[src/rtl/blur_pixel_feeder.sv]
// blur_pixel_feeder: reads one grayscale frame in raster order from a
// synchronous-read frame RAM and streams it as valid-qualified 8-bit pixels
// into the gaussian_blur engine. A programmable gap of H_BLANK idle cycles
// separates consecutive lines, and frame_done pulses once the last pixel
// has left the pipeline.
//
// Optional feature macro: FEEDER_TPG_EN
//   When defined, adds the tpg_en input. tpg_en is captured at frame start;
//   if set, the frame is a (row + col) mod 256 test pattern, no RAM reads are
//   issued, and the pixel_vld_out timing matches a RAM frame exactly.
//
// Handshake: there is no backpressure. pixel_vld_out qualifies pixel_out
// on every cycle it is high, and the consumer must accept that beat.
// mem_rdata is taken exactly one cycle after mem_rd is high.
module blur_pixel_feeder #(
  parameter int IMG_W   = 64,
  parameter int IMG_H   = 64,
  parameter int H_BLANK = 4,
  parameter int ADDR_W  = $clog2(IMG_W * IMG_H)
) (
  input  logic              clk,
  input  logic              rst_n,
  input  logic              start,
  output logic              mem_rd,
  output logic [ADDR_W-1:0] mem_addr,
  input  logic [7:0]        mem_rdata,
  output logic [7:0]        pixel_out,
  output logic              pixel_vld_out,
  output logic              busy,
  output logic              frame_done
`ifdef FEEDER_TPG_EN
  ,
  input  logic              tpg_en
`endif
);

  localparam int CW = $clog2(IMG_W);
  localparam int RW = $clog2(IMG_H);
  localparam int BW = (H_BLANK > 1) ? $clog2(H_BLANK) : 1;

  localparam logic [CW-1:0] COL_LAST   = CW'(IMG_W - 1);
  localparam logic [RW-1:0] ROW_LAST   = RW'(IMG_H - 1);
  localparam logic [BW-1:0] BLANK_LAST = BW'((H_BLANK > 0) ? H_BLANK - 1 : 0);

  typedef enum logic [1:0] {
    IDLE  = 2'd0,
    LINE  = 2'd1,
    BLANK = 2'd2,
    FLUSH = 2'd3
  } state_t;

  state_t              state, state_nxt;
  logic [CW-1:0]       col, col_nxt;
  logic [RW-1:0]       row, row_nxt;
  logic [BW-1:0]       blank_cnt, blank_nxt;
  logic [1:0]          flush_cnt, flush_nxt;
  logic [ADDR_W-1:0]   addr_nxt;
  logic [ADDR_W-1:0]   addr_step;
  logic                tpg_mode, tpg_nxt;
  logic                rd_slot;
  logic [7:0]          tpg_pix;
  logic                vld_s1;
  logic [7:0]          tpg_pix_s1;

  // A pixel slot is every LINE cycle; it drives a RAM read only for RAM frames.
  assign rd_slot    = (state == LINE);
  assign mem_rd     = rd_slot && !tpg_mode;
  assign busy       = (state != IDLE);
  // Third FLUSH cycle: the last beat was on the previous cycle.
  assign frame_done = (state == FLUSH) && (flush_cnt == 2'd2);
  assign tpg_pix    = 8'(row) + 8'(col);
  // Address only advances when reads are actually issued, so it holds in TPG frames.
  assign addr_step  = tpg_mode ? mem_addr : mem_addr + ADDR_W'(1);

  // FSM state and scan counters.
  always_ff @(posedge clk or negedge rst_n) begin
    if (!rst_n) begin
      state     <= IDLE;
      col       <= '0;
      row       <= '0;
      blank_cnt <= '0;
      flush_cnt <= '0;
      mem_addr  <= '0;
      tpg_mode  <= 1'b0;
    end else begin
      state     <= state_nxt;
      col       <= col_nxt;
      row       <= row_nxt;
      blank_cnt <= blank_nxt;
      flush_cnt <= flush_nxt;
      mem_addr  <= addr_nxt;
      tpg_mode  <= tpg_nxt;
    end
  end

  // Next-state logic: raster scan with line blanking and a read-pipe drain.
  always_comb begin
    state_nxt = state;
    col_nxt   = col;
    row_nxt   = row;
    blank_nxt = blank_cnt;
    flush_nxt = flush_cnt;
    addr_nxt  = mem_addr;
    tpg_nxt   = tpg_mode;
    unique case (state)
      IDLE: begin
        if (start) begin
          state_nxt = LINE;
          col_nxt   = '0;
          row_nxt   = '0;
          addr_nxt  = '0;
`ifdef FEEDER_TPG_EN
          tpg_nxt   = tpg_en;
`endif
        end
      end
      LINE: begin
        if (col == COL_LAST) begin
          if (row == ROW_LAST) begin
            // Last pixel issued; the address stays on it through the drain.
            state_nxt = FLUSH;
            flush_nxt = '0;
          end else begin
            col_nxt = '0;
            row_nxt = row + RW'(1);
            if (H_BLANK == 0) begin
              addr_nxt = addr_step;
            end else begin
              // Address holds on the line's last pixel through the blanking gap.
              state_nxt = BLANK;
              blank_nxt = '0;
            end
          end
        end else begin
          col_nxt  = col + CW'(1);
          addr_nxt = addr_step;
        end
      end
      BLANK: begin
        if (blank_cnt == BLANK_LAST) begin
          state_nxt = LINE;
          addr_nxt  = addr_step;
        end else begin
          blank_nxt = blank_cnt + BW'(1);
        end
      end
      FLUSH: begin
        if (flush_cnt == 2'd2) begin
          state_nxt = IDLE;
        end else begin
          flush_nxt = flush_cnt + 2'd1;
        end
      end
      default: state_nxt = IDLE;
    endcase
  end

  // Two-stage valid pipe; pixel captured from RAM (or pattern) when stage 1 is valid.
  always_ff @(posedge clk or negedge rst_n) begin
    if (!rst_n) begin
      vld_s1        <= 1'b0;
      tpg_pix_s1    <= '0;
      pixel_vld_out <= 1'b0;
      pixel_out     <= '0;
    end else begin
      vld_s1        <= rd_slot;
      tpg_pix_s1    <= tpg_pix;
      pixel_vld_out <= vld_s1;
      if (vld_s1) begin
        pixel_out <= tpg_mode ? tpg_pix_s1 : mem_rdata;
      end
    end
  end

endmodule

[config.mk]
export PLATFORM = sky130hd
export DESIGN_NAME = blur_pixel_feeder
export DESIGN_NICKNAME = d
export VERILOG_FILES = /design/src/rtl/blur_pixel_feeder.sv
export SDC_FILE = /design/constraint.sdc
export NUM_CORES = 1
export LEC_CHECK = 0
export CORE_UTILIZATION = 34
export CTS_BUF_LIST = sky130_fd_sc_hd__clkbuf_2 sky130_fd_sc_hd__clkbuf_4 sky130_fd_sc_hd__clkbuf_8
export CTS_CLUSTER_DIAMETER = 50
export DETAILED_ROUTE_END_ITERATION = 7
export PLACE_DENSITY = 0.52
export SYNTH_ARGS = -nofsm -noshare
export SYNTH_HDL_FRONTEND = slang
export SYNTH_SLANG_ARGS = --single-unit
[constraint.sdc]
create_clock -name clk -period 2.3 [get_ports clk]
set_input_delay 0.46 -clock clk [delete_from_list [all_inputs] [get_ports clk]]
set_output_delay 0.46 -clock clk [all_outputs]
set_load 0.005 [all_outputs]
==> summary by stage <==
Floorplan
The number of placed I/O pins is 35. The floorplan has 29 rows. The initial core utilization is 35.11%. The floorplan step defined a core boundary enclosing around 6300 µm². The floorplan step set the die width to between 80 and 90 µm. The die height is 82.98 µm. The floorplan step defined a die boundary enclosing 6886 µm².

Synthesis
The post-synthesis instance area is 2230 µm². The average size of a mapped cell is 9.954 µm². The sequential cell area fraction in the yosys report is 44.89%.

In the synthesized netlist, the number of instances is about 220. The post-synthesis net count is 244. The count of flip-flops with a built-in enable after synthesis is 0. The largest area contributor in the netlist is dfrtp_1.

For this run, the number of Yosys warnings is 0. Among all flip-flop cells after synthesis, the most frequent one is dfrtp_1. The share of synthesized registers carrying an async set or reset is 100.0%. The flip-flop and latch count after synthesis is 40. Yosys attributes the largest share of cell area to dfrtp_1 (45%), mux2_2 (5.6%), ha_1 (5.1%).

Summed over its instances, the top area cell type makes up 44.89% of the synthesized netlist area. The unique cell type count in the Yosys netlist is 49.

STA
Setup violations remaining at the end of the flow were counted as 0. The total count of hold-check failures in the final report is 0. The final critical path takes up 95.05% of the cycle. Setup repair after global routing left no endpoint under its margin. The timing-limited maximum frequency is 0.4574 GHz. At the pin with the least slew margin, the transition time is about 570 ps. The time the final worst path needs with I/O delays and setup is between 2000 and 2500 ps. The worst relative slew slack is 61.36%. The final count of pins violating max slew is 0. Adding up every negative setup slack in the final design gives 0 ps. Between clock sinks in the finished design, the worst skew comes to 12.69 ps.

Finish
The library cells used most frequently in the layout, excluding fill and tap cells, are dfrtp_1 (40), clkdlybuf4s50_1 (33), nand3_1 (22), nand2_1 (22), o21ai_0 (15). The repair_antennas step left the layout with diodes totalling 0. Compared with the post-synthesis result, the final layout area differs by 26.04%. The count of nets after finishing is ~290. The number of fill cells in the layout is 625.

The share of cells above drive strength 1 is 13.11%. Registers take 1001 µm². Summing all multi-input logic gate instances after layout gives 1146 µm². The library cell used most frequently in the layout, excluding fill and tap cells, is dfrtp_1. The final instance area is 2810 µm².

Cells fill 44.26% of the core in the end.

Place
The placer congestion estimate is 0.7860. The total placed instance area is between 2000 and 3000 µm². Buffers placed on the I/O ports in this run total 34. Detailed placement ended at an HPWL of roughly 3700 µm.

Worst setup path
The worst-case register-to-register setup slack is roughly 370 ps. The arrival time at the worst endpoint is 1730 ps. The endpoint type of the worst setup path is an output pin.

The worst setup path is launched from a flip-flop. The highest fanout seen on the critical path is 13. The type of the setup path with the least slack is reg -> out.

The required time at the endpoint of the critical path is about 1800 ps.

Drt
In this run the remaining antenna-violating nets after routing total 0. Across all layers, the routed design uses about 1900 vias. The detailed-route vias per instance is about 5.5.

For this run, design rule violations remaining after detail routing come to 0. Wires add up to 5094 µm. The first routing iteration left 108 violations. In the final routed layout, each cell accounts on average for 14.81 µm. The number of iterations in the first detailed-routing pass is 4.

Clock network
Gates resized during post-CTS repair numbered 1. The TritonCTS clock tree is done. The clock reaches the later pin of the worst-skew pair after 300 ps. The setup fix buffers added after clock tree synthesis is 0. The tree built by TritonCTS fans out to 40 sinks. TritonCTS created 5 clock buffers. The longest clock path from root to sink contains 2 buffers.

The number of H-tree branching levels is 2. The hold buffer count at cts is 0. The buffer type at the clock tree root is clkbuf_8.

The clock input transition at the sequential cells of the worst setup and hold paths is 90 ps.

Global routing
Global routing used 16.26% of the available tracks. The total global routing overflow is 0. Entering global routing, the biggest net connects 22 pins. The first global-routing pass estimated 9232 µm of wire. The number of antenna violations at the first check in global routing is 0. The via count of the first global-routing pass is 1853.

Outcome
The run finished with clean final reports.

Pwr
The analysis attributes to cell leakage a power of 1.160 nW. The worst-case IR drop observed on VDD is 0.1999 mV. Dividing total power by cell area gives a power density of 492.2 nW/µm².

Hold path
The class of the most critical hold timing path is in -> async.

Job
Max-cap violations in this run came to 0.
[through the flow]
stage	std cells	hold slack [ps]	setup WS, ps	power, W
after global placement	336	471.9	182.9	0.0007852
after floorplan	224	164.4	535.5	0.0007345
after CTS	344	140.0	100.4	0.001409
after detailed placement	336	474.1	120.9	0.0007856
final	344	125.2	113.9	0.001383
after global routing	344	159.4	26.75	0.001447
[final cells by class]
cell class / instances / area share, %
tap: 77 / 3.428
clock buffer: 6 / 2.939
sequential: 40 / 35.62
timing repair buffer: 43 / 14.78
clock inverter: 2 / 1.380
inverter: 8 / 1.069
multi-input combinational: 168 / 40.78
[sequential cells by signal, indices dropped and copies added, names as in the netlist]
name / flops
vld_s1: 1
pixel_out: 8
mem_addr: 12
pixel_vld_out: 1
flush_cnt: 2
col: 6
state: 2
row: 6
blank_cnt: 2
[power breakdown]
group          switching [W]  total (W)  internal (W)  leakage [nW]
clock               0.000259   0.000614      0.000355        0.0614
combinational      0.0000220  0.0000562     0.0000342         0.608
sequential        0.00000317   0.000713      0.000710         0.491
[worst paths after layout]
check | startpoint | endpoint | depth (start not counted)
setup / recovery | state[1]$_DFFE_PN0P_ | mem_rd | 3
hold / removal | rst_n | mem_addr[7]$_DFFE_PN0P_ | 1
setup reg to reg | state[0]$_DFFE_PN0P_ | mem_addr[10]$_DFFE_PN0P_ | 5
hold reg to reg | pixel_out[1]$_DFFE_PN0P_ | pixel_out[1]$_DFFE_PN0P_ | 1
max in group asynchronous | rst_n | col[2]$_DFFE_PN0P_ | 2
min in group clk | pixel_out[1]$_DFFE_PN0P_ | pixel_out[1]$_DFFE_PN0P_ | 1
[metal layers]
| layer | GRT usage (%) | up-vias | share of wire [%] |
|---|---|---|---|
| met2 | 24.89 | 29 | 46 |
| li1 | - | 936 | - |
| met1 | 23.00 | 907 | 50 |
| met4 | 5.486 | 0 | 1.3 |
| met3 | 3.181 | 7 | 2.9 |
| met5 | 0 | - | 0 |
[worst max-delay path: stages, from the launching register on]
cell	delay [ps]
dfrtp_1	410
inv_1	100
ha_2	330
clkdlybuf4s50_1	580
[logic make-up after synthesis]
| family | after synthesis | share of synthesized area, % |
|---|---|---|
| multiplexers | 15 | 7.351 |
| AO/OA/AOI/OAI | 58 | 18.46 |
| buffers and inverters | 16 | 3.816 |
| flip-flops | 40 | 44.89 |
| adder cells (fa/ha/maj) | 9 | 5.051 |
| AND/OR/NAND/NOR | 86 | 20.43 |
[synthesized netlist by cell type, types with 2 or more instances]
cell type	instances
mux2i_1	4
nor4_1	3
o21a_1	3
o31a_1	2
o31ai_1	5
and4_1	2
buf_6	2
nand4_1	3
o21ai_0	15
nand2b_1	5
clkbuf_1	3
a22o_1	3
a31oi_1	3
inv_1	8
a21oi_1	7
nand3_1	22
nor3_1	6
nor2_1	6
nand2_1	22
dfrtp_1	40
and3_1	4
and2_1	4
o211ai_1	4
a211o_1	2
mux2_2	11
o41ai_1	4
ha_1	9
Note: power is estimated with default switching activity, not from simulation.
